===== config.mk =====
export PLATFORM = sky130hd
export DESIGN_NAME = fir_mac_datapath
export DESIGN_NICKNAME = d
export VERILOG_FILES = /design/src/rtl/fir_pkg.sv /design/src/rtl/fir_mac_unit.sv /design/src/rtl/fir_mac_datapath.sv
export SDC_FILE = /design/constraint.sdc
export NUM_CORES = 2
export LEC_CHECK = 0
export ABC_AREA = 1
export ABC_CLOCK_PERIOD_IN_PS = 28900
export CAP_MARGIN = 10
export CORE_MARGIN = 8
export CORE_UTILIZATION = 55
export CTS_CLUSTER_DIAMETER = 200
export DETAILED_ROUTE_END_ITERATION = 10
export GPL_ROUTABILITY_DRIVEN = 1
export GPL_TIMING_DRIVEN = 0
export PLACE_DENSITY_LB_ADDON = 0.05
export SLEW_MARGIN = 10
export SYNTH_ARGS = -nofsm -noshare
export SYNTH_HDL_FRONTEND = slang
export SYNTH_HIERARCHICAL = 1
export SYNTH_SLANG_ARGS = --single-unit
export TNS_END_PERCENT = 10

===== constraint.sdc =====
create_clock -name clk -period 28.9 [get_ports clk]
set_input_delay 5.78 -clock clk [delete_from_list [all_inputs] [get_ports clk]]
set_output_delay 5.78 -clock clk [all_outputs]
set_load 0.05 [all_outputs]

===== src/rtl/fir_pkg.sv =====
// Shared types and helpers for the FIR datapath: FSM states, accumulator
// width rule and the signed saturation function.
package fir_pkg;

    typedef enum logic {
        IDLE = 1'b0,
        MAC  = 1'b1
    } fir_dp_state_t;

    // Width of the intermediate used by fir_sat; must exceed any accumulator width.
    localparam int SAT_W = 128;

    // Accumulator width: full product plus headroom for summing maxTaps products.
    function automatic int fir_acc_w(input int dataW, input int maxTaps);
        return 2 * dataW + $clog2(maxTaps);
    endfunction

    // Clamp a wide signed value into the signed range of outW bits.
    function automatic logic signed [SAT_W-1:0] fir_sat(input logic signed [SAT_W-1:0] value,
                                                        input int outW);
        logic signed [SAT_W-1:0] maxVal;
        logic signed [SAT_W-1:0] minVal;
        maxVal = $signed((SAT_W'(1) << (outW - 1)) - SAT_W'(1));
        minVal = -maxVal - SAT_W'(1);
        if (value > maxVal) begin
            return maxVal;
        end
        if (value < minVal) begin
            return minVal;
        end
        return value;
    endfunction

endpackage


===== src/rtl/fir_mac_unit.sv =====
// Single-multiplier MAC: registered accumulator with clear/accumulate/finalize
// controls; finalize adds the last product, shifts and saturates into the result.
module fir_mac_unit
    import fir_pkg::*;
#(
    parameter int DATA_W    = 32,
    parameter int MAX_TAPS  = 16,
    parameter int FRAC_BITS = 0
) (
    input  logic                     clk,
    input  logic                     rstn,
    input  logic                     i_clear,
    input  logic                     i_accumulate,
    input  logic                     i_finalize,
    input  logic signed [DATA_W-1:0] i_coeff,
    input  logic signed [DATA_W-1:0] i_sample,
    output logic signed [DATA_W-1:0] o_result,
    output logic                     o_valid
);

    localparam int ACC_W  = fir_acc_w(DATA_W, MAX_TAPS);
    localparam int PROD_W = 2 * DATA_W;

    logic signed [PROD_W-1:0] w_coeffExt;
    logic signed [PROD_W-1:0] w_sampleExt;
    logic signed [PROD_W-1:0] w_prod;
    logic signed [ACC_W-1:0]  w_prodExt;
    logic signed [ACC_W-1:0]  w_sum;
    logic signed [ACC_W-1:0]  w_shifted;
    logic signed [SAT_W-1:0]  w_wide;
    logic signed [DATA_W-1:0] w_sat;
    logic signed [ACC_W-1:0]  r_acc;

    assign w_coeffExt  = {{DATA_W{i_coeff[DATA_W-1]}}, i_coeff};
    assign w_sampleExt = {{DATA_W{i_sample[DATA_W-1]}}, i_sample};
    assign w_prod      = w_coeffExt * w_sampleExt;
    assign w_prodExt   = {{(ACC_W - PROD_W){w_prod[PROD_W-1]}}, w_prod};
    assign w_sum       = r_acc + w_prodExt;
    assign w_shifted   = w_sum >>> FRAC_BITS;
    assign w_wide      = {{(SAT_W - ACC_W){w_shifted[ACC_W-1]}}, w_shifted};
    assign w_sat       = DATA_W'(fir_sat(w_wide, DATA_W));

    // Accumulate one tap per cycle; finalize publishes the saturated sum with a one-cycle strobe.
    always_ff @(posedge clk) begin
        if (!rstn) begin
            r_acc    <= '0;
            o_result <= '0;
            o_valid  <= 1'b0;
        end else begin
            o_valid <= 1'b0;
            if (i_clear) begin
                r_acc <= '0;
            end else if (i_accumulate) begin
                r_acc <= w_sum;
            end
            if (i_finalize) begin
                o_result <= w_sat;
                o_valid  <= 1'b1;
            end
        end
    end

endmodule


===== src/rtl/fir_mac_datapath.sv =====
// FIR datapath: coefficient bank, sample delay line, load counter and the
// IDLE/MAC sequencer driving a sequential single-multiplier MAC.
module fir_mac_datapath
    import fir_pkg::*;
#(
    parameter int MAX_TAPS  = 16,
    parameter int DATA_W    = 32,
    parameter int FRAC_BITS = 0
) (
    input  logic              clk,
    input  logic              rstn,
    input  logic [31:0]       tap_count,
    input  logic [DATA_W-1:0] coeff_data,
    input  logic              coeff_data_valid,
    input  logic [DATA_W-1:0] x_data,
    input  logic              x_data_valid,
    input  logic              compute,
    output logic              coefficient_loading_complete,
    output logic              output_data_valid,
    output logic [DATA_W-1:0] output_data,
    output logic              busy,
    output logic              sample_overrun
);

    localparam int             IDX_W = $clog2(MAX_TAPS);
    localparam logic [IDX_W:0] MAX_N = (IDX_W + 1)'(MAX_TAPS);
    localparam logic [IDX_W:0] ONE_N = (IDX_W + 1)'(1);

    fir_dp_state_t r_state;
    fir_dp_state_t w_nextState;

    logic signed [DATA_W-1:0] r_coeff [MAX_TAPS];
    logic signed [DATA_W-1:0] r_delay [MAX_TAPS];
    logic [IDX_W-1:0]         r_loadIdx;
    logic [IDX_W-1:0]         r_macIdx;
    logic [IDX_W:0]           r_numTaps;
    logic                     r_complete;
    logic                     r_overrun;

    logic [IDX_W:0]           w_reqTaps;
    logic [IDX_W:0]           w_loadTaps;
    logic                     w_busy;
    logic                     w_coeffWrite;
    logic                     w_newLoad;
    logic                     w_lastCoeff;
    logic                     w_accept;
    logic                     w_macStart;
    logic                     w_lastTap;
    logic                     w_macClear;
    logic                     w_macAcc;
    logic                     w_macFinal;
    logic                     w_idxInc;
    logic signed [DATA_W-1:0] w_result;
    logic                     w_valid;

    // Clamp the requested tap count into 1..MAX_TAPS.
    always_comb begin
        w_reqTaps = (IDX_W + 1)'(tap_count);
        if (tap_count == 32'd0) begin
            w_reqTaps = ONE_N;
        end else if (tap_count > 32'(MAX_TAPS)) begin
            w_reqTaps = MAX_N;
        end
    end

    assign w_busy       = (r_state == MAC);
    assign w_coeffWrite = coeff_data_valid && !w_busy;
    assign w_newLoad    = w_coeffWrite && r_complete;
    // The first write of a load relatches N, so its own completion test uses the new count.
    assign w_loadTaps   = (r_loadIdx == '0) ? w_reqTaps : r_numTaps;
    assign w_lastCoeff  = ({1'b0, r_loadIdx} == (w_loadTaps - ONE_N));
    // A coefficient write that restarts the load wins over a same-cycle sample, which is not taken.
    assign w_accept     = x_data_valid && r_complete && !w_busy && !w_coeffWrite;
    assign w_macStart   = w_accept && compute;
    assign w_lastTap    = ({1'b0, r_macIdx} == (r_numTaps - ONE_N));

    // Sequencer next state and MAC control strobes.
    always_comb begin
        w_nextState = r_state;
        w_macClear  = 1'b0;
        w_macAcc    = 1'b0;
        w_macFinal  = 1'b0;
        w_idxInc    = 1'b0;
        case (r_state)
            IDLE: begin
                if (w_macStart) begin
                    w_nextState = MAC;
                    w_macClear  = 1'b1;
                end
            end
            MAC: begin
                if (w_lastTap) begin
                    w_macFinal  = 1'b1;
                    w_nextState = IDLE;
                end else begin
                    w_macAcc = 1'b1;
                    w_idxInc = 1'b1;
                end
            end
            default: w_nextState = IDLE;
        endcase
    end

    // Sequencer state register.
    always_ff @(posedge clk) begin
        if (!rstn) begin
            r_state <= IDLE;
        end else begin
            r_state <= w_nextState;
        end
    end

    // Tap index walks the bank and delay line in lockstep during MAC.
    always_ff @(posedge clk) begin
        if (!rstn) begin
            r_macIdx <= '0;
        end else if (w_macClear) begin
            r_macIdx <= '0;
        end else if (w_idxInc) begin
            r_macIdx <= r_macIdx + IDX_W'(1);
        end
    end

    // Coefficient bank writes, load counter and the completion flag.
    always_ff @(posedge clk) begin
        if (!rstn) begin
            for (int i = 0; i < MAX_TAPS; i++) begin
                r_coeff[i] <= '0;
            end
            r_loadIdx  <= '0;
            r_numTaps  <= '0;
            r_complete <= 1'b0;
        end else if (w_coeffWrite) begin
            r_coeff[r_loadIdx] <= coeff_data;
            if (r_loadIdx == '0) begin
                r_numTaps <= w_reqTaps;
            end
            if (w_lastCoeff) begin
                r_complete <= 1'b1;
                r_loadIdx  <= '0;
            end else begin
                r_complete <= 1'b0;
                r_loadIdx  <= r_loadIdx + IDX_W'(1);
            end
        end
    end

    // Delay line shifts on each accepted sample and is flushed when a new load begins.
    always_ff @(posedge clk) begin
        if (!rstn || w_newLoad) begin
            for (int i = 0; i < MAX_TAPS; i++) begin
                r_delay[i] <= '0;
            end
        end else if (w_accept) begin
            r_delay[0] <= x_data;
            for (int i = 1; i < MAX_TAPS; i++) begin
                r_delay[i] <= r_delay[i-1];
            end
        end
    end

    // Sticky record of samples dropped while busy, cleared by a new load.
    always_ff @(posedge clk) begin
        if (!rstn || w_newLoad) begin
            r_overrun <= 1'b0;
        end else if (x_data_valid && w_busy) begin
            r_overrun <= 1'b1;
        end
    end

    fir_mac_unit #(
        .DATA_W    (DATA_W),
        .MAX_TAPS  (MAX_TAPS),
        .FRAC_BITS (FRAC_BITS)
    ) u_macUnit (
        .clk          (clk),
        .rstn         (rstn),
        .i_clear      (w_macClear),
        .i_accumulate (w_macAcc),
        .i_finalize   (w_macFinal),
        .i_coeff      (r_coeff[r_macIdx]),
        .i_sample     (r_delay[r_macIdx]),
        .o_result     (w_result),
        .o_valid      (w_valid)
    );

    assign coefficient_loading_complete = r_complete;
    assign output_data_valid            = w_valid;
    assign output_data                  = w_result;
    assign busy                         = w_busy;
    assign sample_overrun               = r_overrun;

endmodule


### Word level (Yosys, flattened, before mapping)

Memory sizes are Yosys's and may differ from the RTL's. A register that Yosys moved wholly into a read port is not among the register bits.
Index checks and enable logic that the tools add are counted.

* bits in writable memories: 1024
* output and inout port bits: 36
* register bits: 117
* memories kept: 2
* logic and storage cells: 107
* input port bits: 101

Memory list
* r_coeff: words 16, bits a word 32, rd ports 1, clocked after Yosys merged registers in 1, write ports 16, RTL line fir_mac_datapath.sv:32 `logic signed [DATA_W-1:0] r_coeff [MAX_TAPS];`
* r_delay: words 16, bits a word 32, rd ports 16, clocked after Yosys merged registers in 1, write ports 16, RTL line fir_mac_datapath.sv:33 `logic signed [DATA_W-1:0] r_delay [MAX_TAPS];`

* equal/unequal tests: 2
* $add $sub $neg: 5
* multiply operators: 1
* mux-type cells: 52
* $lt $le $gt $ge: 3
* reduce and logical (&&, ||, !) cells: 15
* bitwise logic cells: 18

Operators with widths (number)
* 32-bit two-way mux: 21
* 68-bit by 64-bit adder with 68-bit output: 1
* 68-bit by 32-bit > comparator with 1-bit output (second input constant): 1
* 68-bit by 32-bit less-than comparator with 1-bit output (second input constant): 1
* 32-bit by 32-bit multiplier with 64-bit output: 1
* 32-bit by 5-bit > comparator with 1-bit output (second input constant): 1
* 32-bit zero test: 1
* 32-bit OR reduction: 1
* 4-bit two-way mux: 6
* 1-bit two-way mux: 21
* 1-bit OR: 16
* 5-bit two-way mux: 3
* 4-bit by 5-bit == test with 1-bit output: 2
* 5-bit by 1-bit subtractor with 5-bit output (second input constant): 2
* 4-bit by 1-bit adder with 4-bit output (second input constant): 2
* 1-bit logical AND: 7
* 4-bit zero test: 1
* 1-bit zero test: 3
* 1-bit NOT: 2
* 1-bit case mux with 2 select lines: 1
* 2-bit OR reduction: 1
* 1-bit logical OR: 1

### Depth between registers and ports, before layout

* word-level depth: 9
* depth in mapped cells: 53
* depth with buffers taken out: 48

### Modules after synthesis

Netlist, hierarchy kept.

Modules (own cells, without submodules)
* fir_mac_unit: area an instance 48222.5 sq um, cells an instance 6188, sequential area each 2021.9 sq um, instances 1
* fir_mac_datapath: area an instance 47754.6 sq um, cells an instance 4652, sequential area each 31149.9 sq um, instances 1

### Worst setup path after synthesis

OpenSTA, ideal clock, no wires.

* path kind: input port to flip-flop
* from: input coeff_data_valid
* to: memory r_delay[0][0] (enable)
* stages on the path: 5
* setup time: 4927 ps
* buffers on the path: 1
* setup slack: 6570 ps
* data arrival time: 17403 ps
* cells stage by stage: inv_1 -> nor2_1 -> buf_4 -> nand2_1 -> nand3_1

RTL lines
* start, declared: RTL line fir_mac_datapath.sv:14 `input logic coeff_data_valid,`
* end, declared: RTL line fir_mac_datapath.sv:33

==> summary.txt <==
Final layout
  – NumNets Final: between 10000 and 15000
  – Multi-input gate area: 50400 um2
  – Commonest non-fill, non-tap cells in the layout: inv_1, nand2_1, nor2_1
  – Synth-to-layout area growth: 9.64%
  – Commonest non-fill, non-tap cell in the layout: inv_1
  – Non-Filler Instances: 13600
  – Register area: 33200 um2
  – Layout fillers: approximately 15000
  – Share of layout cells above drive strength 1: 0.0384

Yosys
  – Synth area leaders: edfxtp_1, fa_1, inv_1
  – Synthesized area: 96000 um2
  – Post-synth top area share: 0.320
  – Post-synthesis sequential area ratio: 0.346
  – FF+latch count, synth: between 1000 and 1500
  – Synth Warn #: 6
  – Synthesized Nets: 12400
  – Number of flops mapped to enable cells by yosys: 1024
  – Main synth FF type: edfxtp_1
  – Synth Area per Inst: between 8 and 9 um2
  – Synth unique cells: 47
  – Ys async rst share: 0
  – Synth Instances: between 10000 and 15000
  – Leading area contributor after synthesis: edfxtp_1

Detailed routing
  – Routed WL: approximately 360000 um
  – Vias: 77300
  – First-pass DRT Iterations: 8
  – Via density: 5.69
  – DR iter-0 viols: 10800
  – Number of remaining DRC errors: 0
  – Drt wl/cell: 26.4 um
  – DRT antenna net count: 0

Run status
  – Outcome: finished, final reports clean

Global routing
  – Initial antenna violation count: 26
  – Number of global-route vias before repair: approximately 76000
  – Met3 usage: 0.141
  – Largest net degree at the start of global routing: 61
  – Global route hottest layer: met2
  – First-pass GRT wire length: 518000 um
  – Grt total ovfl: 0
  – Gr usage total: 0.382
  – Met1 GRT Util: 0.534
  – Met2 GRT Util: 0.537

Floorplanning
  – Num rows: 153
  – Starting density of the core: 0.553
  – Die height: 434 um
  – Chip width: 434 um
  – Top Ports: between 100 and 150
  – Core area: 174000 um2
  – Full die area: 188000 um2

Timing
  – RSZ-0062 raised after global routing: false
  – Fin Hold WS: between 0.4 and 0.5 ns
  – Final period util: 0.479
  – Clock Skews: 0.0633 ns
  – Setup tns final: 0 ns
  – Slew @ Worst Pin: 1.41 ns
  – Slew Limit Headroom: 0.0504
  – Final Hold Vio Count: 0
  – Setup violators final: 0
  – Max-slew violation count: 0
  – Worst setup margin: 15.05 ns
  – Fmax: 0.0722 GHz
  – Tmin final: 13.85 ns

Placement
  – Number of port buffers: 136
  – Detailed placement HPWL: 290000 um
  – GPL Wtd Cong: between 1 and 1.5
  – Cell count after placement: 13300
  – Pre-CTS setup slack: between 15 and 20 ns

CTS
  – Number of buffers created by CTS: 131
  – CTS sink count: 1145
  – Number of H-tree levels: 4
  – Post-CTS setup repair buffer count: 0
  – Clock-pin slew on the worst setup and hold paths: 0.06 ns
  – Post-CTS sizing: 0
  – Longest Clk Path Bufs: 3
  – CTS Root Cell: clkbuf_16
  – CTS tree: done
  – Hold Buf Count CTS: 0
  – Clk_lat worst skew: 0.81 ns

Setup path
  – Startpoint Class: flip-flop
  – CP max stage cell: clkbuf_1
  – Crit path largest cell delay: 0.94 ns
  – Critical path's most frequent cell: fa_1
  – CP Capture Type: flip-flop
  – Critical path peak fanout: 10
  – Crit path kind: flip-flop to flip-flop
  – Critical Path RT: 29.61 ns
  – Setup slack, reg-to-reg: 15.05 ns
  – Critical Path AT: 14.56 ns

Hold path
  – Worst hold path type: flip-flop to flip-flop

Flow run
  – Max Cap Viol: 0
## layout make-up
cell class / count / share of cell area
repair buffers: 169 / 0.0198
diodes: 17 / 0.000404
well taps: 2325 / 0.0276
plain buffers: 567 / 0.0223
clock buffers: 164 / 0.0325
multi-input cells: 6429 / 0.479
inverters: 2699 / 0.0963
clock inverters: 67 / 0.00697
flip-flops and latches: 1145 / 0.315
## worst max-delay path, delay by kind of cell, from the launching register on
kind            cells  cell delay [ns]
fa+ha+maj           9             4.75
compound gates      1             0.44
buf+inv            11             3.81
flops               1             0.31
simple gates       16             4.42
## state kept, by name (all words and copies together) (netlist names), named ones only
name	count
sample_overrun	1
r_macIdx	4
u_macUnit/o_valid	1
r_numTaps	5
busy	1
r_coeff	512
r_loadIdx	4
coefficient_loading_complete	1
u_macUnit/r_acc	68
r_delay	512
u_macUnit/o_result	32
## cell families after synthesis
logic type	count (synthesis)	share of synthesized area
AOI/OAI and AO/OA	1212	0.0692
xor gates and xnor gates	51	0.00465
adders and majority gates	1485	0.292
buffers and inverters	3266	0.130
DFF	1145	0.346
muxes	128	0.0133
and+or+nand+nor	3553	0.146
## through the flow
step            util  area [um2]
3_3_place_gp   0.577      100000
5_1_grt        0.606      105000
3_5_place_dp   0.582      101000
2_1_floorplan      -       96000
4_1_cts        0.606      105000
6_report       0.606      105000
## per-layer routing
layer	up-vias	wire length, um	share of wire
li1	33300	-	-
met1	38300	140000	0.39
met2	4930	147000	0.41
met3	815	53100	0.15
met4	10	18400	0.051
met5	-	269	0.00075
## cells in the mapped netlist (10+ instances only)
library cell and number:
buf_2 67, nand4_1 27, xnor2_1 12, o221ai_1 55, nor2_1 1290, nor2_2 35
nand2_1 1954, ha_1 233, nand3_1 154, xor2_1 39, buf_1 20, o21ai_0 487
nand2_2 35, o21ai_1 10, inv_2 13, edfxtp_1 1024, dfxtp_1 121, nor3_1 14
a21oi_1 510, fa_1 1252, or2_2 11, clkbuf_1 453, mux2i_1 128, buf_4 22
inv_1 2684, o211ai_1 129, o22ai_1 10
## path summary, 6_finish.rpt
| kind | start | end | cells after the start |
|---|---|---|---|
| min reg2reg | u_macUnit/r_acc[0] | u_macUnit/r_acc[0] | 2 |
| max | flip-flop | u_macUnit/o_result[13] | 37 |
| max reg2reg | flip-flop | u_macUnit/o_result[13] | 37 |
| min | u_macUnit/r_acc[0] | u_macUnit/r_acc[0] | 2 |
Power is left out: the tool's default activity adds up to more than one toggle a clock period on the data nets, which glitch-free logic cannot reach.
